**src/rtl/namuru_dump_sequencer.sv**
```systemverilog
// namuru_dump_sequencer
// Readout scheduler for the Namuru correlator array. Latches per-channel dump
// events, snapshots them on each accumulation tick, then walks every dumped
// channel through the shared accumulator readout mux and copies its six I/Q
// early/prompt/late words into a snapshot RAM that firmware reads coherently.
//
// Ports:
//   correlator_clk  clock
//   rstn            synchronous active-low reset
//   accum_tick      accumulation-interval pulse; starts a snapshot when idle
//   ch_dump         per-channel dump pulses
//   acc_data        accumulator word for ch_sel/word_sel (valid cycle after select)
//   ch_sel          channel driven onto the shared readout mux
//   word_sel        word select 0..5 = iE,qE,iP,qP,iL,qL
//   rd_addr         snapshot RAM read address {ch, word}
//   rd_data         snapshot RAM read data, 1-cycle latency
//   ready_mask      channels captured in last completed snapshot
//   busy            sequence in progress
//   irq             snapshot complete, held until irq_clr
//   irq_clr         clears irq and overrun
//   overrun         sticky: tick arrived while busy
//
// Optional build macro NAMURU_DUMP_SEQ_TIMESTAMP_EN adds tic_count input and
// snap_tic output carrying the tic count sampled when the snapshot started.

module namuru_dump_sequencer #(
  parameter int unsigned NUM_CH  = 12,
  parameter int unsigned CH_BITS = 4
) (
  input  logic                 correlator_clk,
  input  logic                 rstn,
  input  logic                 accum_tick,
  input  logic [NUM_CH-1:0]    ch_dump,
  input  logic [15:0]          acc_data,
  output logic [CH_BITS-1:0]   ch_sel,
  output logic [2:0]           word_sel,
  input  logic [CH_BITS+2:0]   rd_addr,
  output logic [15:0]          rd_data,
  output logic [NUM_CH-1:0]    ready_mask,
  output logic                 busy,
  output logic                 irq,
  input  logic                 irq_clr,
  output logic                 overrun
`ifdef NAMURU_DUMP_SEQ_TIMESTAMP_EN
  ,
  input  logic [23:0]          tic_count,
  output logic [23:0]          snap_tic
`endif
);

  localparam int unsigned ADDR_W  = CH_BITS + 3;
  localparam int unsigned DEPTH   = 1 << ADDR_W;
  localparam int unsigned CH_SPAN = 1 << CH_BITS;
  localparam int unsigned LAST_WORD = 5;

  typedef enum logic [2:0] {IDLE, SCAN, SEL, WR, DONE} state_t;

  state_t              state, state_nxt;
  logic [CH_BITS-1:0]  ch_idx, ch_idx_nxt;
  logic [2:0]          word, word_nxt;
  logic [NUM_CH-1:0]   snap, snap_nxt;
  logic [NUM_CH-1:0]   pending, pending_nxt;
  logic [CH_BITS-1:0]  ch_sel_nxt;
  logic [2:0]          word_sel_nxt;
  logic [NUM_CH-1:0]   ready_mask_nxt;
  logic                busy_nxt, irq_nxt, overrun_nxt;

  logic [CH_SPAN-1:0]  snap_ext;
  logic                snap_bit;
  logic                last_ch;
  logic                last_word;

  logic [15:0]         mem [DEPTH];

  // Zero-extend snap so any ch_idx value indexes a defined bit.
  assign snap_ext  = CH_SPAN'(snap);
  assign snap_bit  = snap_ext[ch_idx];
  assign last_ch   = (ch_idx == CH_BITS'(NUM_CH - 1));
  assign last_word = (word == 3'(LAST_WORD));

  // State and output registers.
  always_ff @(posedge correlator_clk) begin
    if (!rstn) begin
      state      <= IDLE;
      ch_idx     <= '0;
      word       <= '0;
      snap       <= '0;
      pending    <= '0;
      ch_sel     <= '0;
      word_sel   <= '0;
      ready_mask <= '0;
      busy       <= 1'b0;
      irq        <= 1'b0;
      overrun    <= 1'b0;
    end else begin
      state      <= state_nxt;
      ch_idx     <= ch_idx_nxt;
      word       <= word_nxt;
      snap       <= snap_nxt;
      pending    <= pending_nxt;
      ch_sel     <= ch_sel_nxt;
      word_sel   <= word_sel_nxt;
      ready_mask <= ready_mask_nxt;
      busy       <= busy_nxt;
      irq        <= irq_nxt;
      overrun    <= overrun_nxt;
    end
  end

  // Next-state and next-output logic.
  always_comb begin
    state_nxt      = state;
    ch_idx_nxt     = ch_idx;
    word_nxt       = word;
    snap_nxt       = snap;
    pending_nxt    = pending | ch_dump;
    ch_sel_nxt     = ch_sel;
    word_sel_nxt   = word_sel;
    ready_mask_nxt = ready_mask;
    busy_nxt       = busy;
    irq_nxt        = irq;
    overrun_nxt    = overrun;

    if (irq_clr) begin
      irq_nxt     = 1'b0;
      overrun_nxt = 1'b0;
    end

    // A tick outside IDLE is dropped; dumps keep accumulating in pending.
    if (accum_tick && (state != IDLE)) begin
      overrun_nxt = 1'b1;
    end

    case (state)
      IDLE: begin
        if (accum_tick) begin
          // Same-cycle dumps belong to this snapshot, not the next one.
          snap_nxt    = pending | ch_dump;
          pending_nxt = '0;
          ch_idx_nxt  = '0;
          busy_nxt    = 1'b1;
          state_nxt   = SCAN;
        end
      end
      SCAN: begin
        if (snap_bit) begin
          word_nxt  = '0;
          state_nxt = SEL;
        end else if (last_ch) begin
          state_nxt = DONE;
        end else begin
          ch_idx_nxt = ch_idx + CH_BITS'(1);
        end
      end
      SEL: begin
        ch_sel_nxt   = ch_idx;
        word_sel_nxt = word;
        state_nxt    = WR;
      end
      WR: begin
        if (last_word) begin
          if (last_ch) begin
            state_nxt = DONE;
          end else begin
            ch_idx_nxt = ch_idx + CH_BITS'(1);
            state_nxt  = SCAN;
          end
        end else begin
          word_nxt  = word + 3'(1);
          state_nxt = SEL;
        end
      end
      DONE: begin
        // Setting irq here takes priority over a coincident irq_clr.
        ready_mask_nxt = snap;
        irq_nxt        = 1'b1;
        busy_nxt       = 1'b0;
        state_nxt      = IDLE;
      end
      default: begin
        state_nxt = IDLE;
      end
    endcase
  end

  // Snapshot RAM write port; contents are deliberately not reset.
  always_ff @(posedge correlator_clk) begin
    if (state == WR) begin
      mem[{ch_idx, word}] <= acc_data;
    end
  end

  // Registered read port; a same-cycle write returns the previous word.
  always_ff @(posedge correlator_clk) begin
    if (!rstn) begin
      rd_data <= '0;
    end else begin
      rd_data <= mem[rd_addr];
    end
  end

`ifdef NAMURU_DUMP_SEQ_TIMESTAMP_EN
  logic [23:0] ts_word;

  // Timestamp sampled at snapshot start, published at completion.
  always_ff @(posedge correlator_clk) begin
    if (!rstn) begin
      ts_word  <= '0;
      snap_tic <= '0;
    end else begin
      if ((state == IDLE) && accum_tick) begin
        ts_word <= tic_count;
      end
      if (state == DONE) begin
        snap_tic <= ts_word;
      end
    end
  end
`endif

endmodule

```
**config.mk**
```make
export PLATFORM = sky130hd
export DESIGN_NAME = namuru_dump_sequencer
export DESIGN_NICKNAME = d
export VERILOG_FILES = /design/src/rtl/namuru_dump_sequencer.sv
export SDC_FILE = /design/constraint.sdc
export NUM_CORES = 2
export LEC_CHECK = 0
export CAP_MARGIN = 30
export CORE_UTILIZATION = 25
export CTS_BUF_LIST = sky130_fd_sc_hd__clkbuf_4 sky130_fd_sc_hd__clkbuf_8
export CTS_CLUSTER_DIAMETER = 200
export DETAILED_ROUTE_END_ITERATION = 8
export SYNTH_ARGS = -nofsm -noshare
export SYNTH_HDL_FRONTEND = slang
export SYNTH_SLANG_ARGS = --single-unit
```
**constraint.sdc**
```tcl
create_clock -name correlator_clk -period 3.7 [get_ports correlator_clk]
set_input_delay 0.37 -clock correlator_clk [delete_from_list [all_inputs] [get_ports correlator_clk]]
set_output_delay 0.37 -clock correlator_clk [all_outputs]
set_load 0.1 [all_outputs]
```
==> flow_summary.ini <==
[run_status]
status = finished, final reports clean

[die]
dieHeight_um = 574
row_count = 209
core_area_sq_um = 325000
dieWidth_um = 574
die_area_sq_um = 329000
initial_utilization_pct = 25.2
pin_count = 77

[sta]
rsz0062_at_grt = no
min_period_over_period_pct = 87.0
finalCriticalPeriod_ns = 3.22
fin_skew_ns = 0.117
relSlewSlack_pct = 30.6
clock.fmax_mhz = 311
tightest_slew_ns = 1.04
hold_viol_final = 0
finalSetupViolCount = 0
slew_viol_final = 0

[grt]
grt_usage_pct = 13.6
antenna_found_initial = 11
grt_max_degree = 129
grt_pass1_vias = 43718
grt_pass1_wl_mm = 326
grt_remaining_overflow = 0

[logic_synthesis]
synth_area_leaders = edfxtp_1 75%, mux4_2 7.1%, mux2i_1 6.8%
yosys_register_bits = 2120
synth_area_sq_um = 81700
synth_top_cell_by_area = edfxtp_1
yosys_most_used_dff = edfxtp_1
synth_common_cells = 2,048 x edfxtp_1, 557 x mux2i_1, 303 x a22oi_1
synth_cell_types = 48
synth_fp_nets = 4299
ys_seq_area_share_pct = 77.1
synth-edff-count = 2048
synth_top_area_share_pct = 75.3
ys_async_sr_fraction_pct = 0
ys_warn_count = 0
yosys.cell_count.top_type = edfxtp_1
netlist_instances = 4254
avgSynthCellArea_sq_um = 19.2

[clock_network]
cts_htree_levels = 5
cts_tree = yes
path_clk_slew_ns = 0.06
cts-root-buf = clkbuf_8
clk_latency_ns = 1.07
cts_buffers = 359
clock_path_buffers = 4
cts.sinks = 2120

[routing]
drtPass1Iterations = 8
drc = 0
via_per_inst = 4.67
wl_per_cell_um = 24.5
drt-total-wl_mm = 231
ant_nets = 0
vias = 44000
drt_iter0_drc = 4880

[setup_path]
crit_path_max_incr_delay_ns = 1.23
arrival_ns = 2.85
crit_type = reg2out
r2r_end = mem[75][7]$_DFFE_PP_
cpMaxStageDelayCell = clkdlybuf4s50_1
path_delay_family = buffers and inverters
cp-start-kind = register
path_max_fanout = 1
worstPathRequired_ns = 3.33
reg2reg_depth = 7
end_kind = primary output
rrSetupSlack_ns = 0.97
crit_chain = clkdlybuf4s50_1
crit_start = rd_data[10]$_SDFF_PN0_
crit_buf_inv = 1
rr_startpoint = state[0]$_SDFFE_PN0P_

[run]
maxCapViolCount = 0

[worst_hold_path]
whs_path_depth = 3
hp-class = in2reg
min_from = accum_tick
holdPathEnd = overrun$_SDFFE_PN0P_

[pwr]
peakVddDrop_mv = 0.348
p_per_area_nw_per_um2 = 507
leakagePower_uw = 0.0315

[final_layout]
area_growth_pct = 18.5
nFillCells = 31536
drive_above_1_share_pct = 22.9
final_nets = 4877
layout.cells.non_filler = 9420
fin_area_sq_um = 96800

[place]
portBuffers = 76
place_area_sq_um = 90000
dp_hpwl_mm = 143
dp_cells = 8765
gp_congestion = 0.941
report_power, final:
group | internal (uW) | switching [uW]
combinational | 1020 | 2090
clock | 10200 | 9180
sequential | 26400 | 133
total | 37700 | 11400
area by class of cell:
| type | count | area [sq um] | share of cell area (%) |
|---|---|---|---|
| Clock inverter | 156 | 727 | 0.751 |
| Multi-Input combinational cell | 1875 | 17500 | 18.1 |
| Sequential cell | 2120 | 62900 | 65.0 |
| Tap cell | 4325 | 5410 | 5.59 |
| Timing Repair Buffer | 466 | 4400 | 4.54 |
| Antenna cell | 7 | 17.5 | 0.0181 |
| Inverter | 10 | 37.5 | 0.0388 |
| Clock buffer | 461 | 5760 | 5.95 |
metrics by stage:
step	utilization (%)	hold WS, ns	setup TNS [ns]	total power, uW	setup slack (ns)
global route	29.8	0.0829	0	50500	0.426
detailed placement	27.7	0.451	-0.314	30100	-0.161
global placement	27.7	0.448	-0.358	30000	-0.154
CTS	29.8	0.00530	0	49400	0.397
floorplan	-	0.422	0	28600	1.03
finish	29.8	0.111	0	49100	0.482
state kept, by name (all words and copies together), names as in the netlist, 3 cells and up:
name,cells
pending,12
snap,12
ready_mask,12
rd_data,16
word,3
ch_sel,4
state,3
mem,2048
word_sel,3
ch_idx,4
cells in the final DEF (no fill, tap or decap), types with 5 or more instances in the layout:
master and count:
ha_1 6, nor2_1 200, o21ai_0 19, nor3_1 35
diode_2 7, a22oi_1 303, dlygate4sd3_1 30, nor4_1 16
nand2_1 108, clkdlybuf4s50_1 55, buf_16 7, o22ai_1 17
dfxtp_1 72, clkinv_2 40, a21oi_1 110, mux4_2 257
nand3_1 103, clkbuf_8 367, a31oi_1 13, a21o_1 5
a211oi_1 14, buf_4 325, clkbuf_4 94, o21ai_1 33
inv_1 7, mux2i_1 557, a221oi_1 31, clkinv_1 106
edfxtp_1 2048, buf_12 43
routing by layer:
layer  part of all wire (%)  track usage (%)
met5                      0                0
met4                    3.5             4.83
met3                    7.4             2.54
met2                     47             21.7
met1                     42             18.5
how the worst max path moves through the flow:
stage | slack [ns] | cells past startpoint | end
after floorplan | 1.03 | 7 | mem[107][0]$_DFFE_PP_
after global placement | -0.15 | 7 | rd_data[12]$_SDFF_PN0_
after detailed placement | -0.16 | 7 | rd_data[12]$_SDFF_PN0_
after CTS | 0.40 | 1 | rd_data[10]
after global routing | 0.43 | 1 | rd_data[10]
final | 0.48 | 1 | rd_data[10]
cell families after synthesis:
group,after synthesis,synth area share [%]
flops,2120,77.1
mux,815,13.9
buf+inv,259,1.57
fa+ha+maj,6,0.0919
compound gates,553,4.60
simple gates,499,2.71
xor+xnor,2,0.0215
repair_timing:
| item | in CTS | in global routing |
|---|---|---|
| hold buffers | 30 | 0 |
| buffers inserted | 0 | 0 |
| resized for setup | 0 | 0 |
| hold endpoints to repair | 899 | 0 |
No activity file was read; power rests on OpenSTA's default activity.
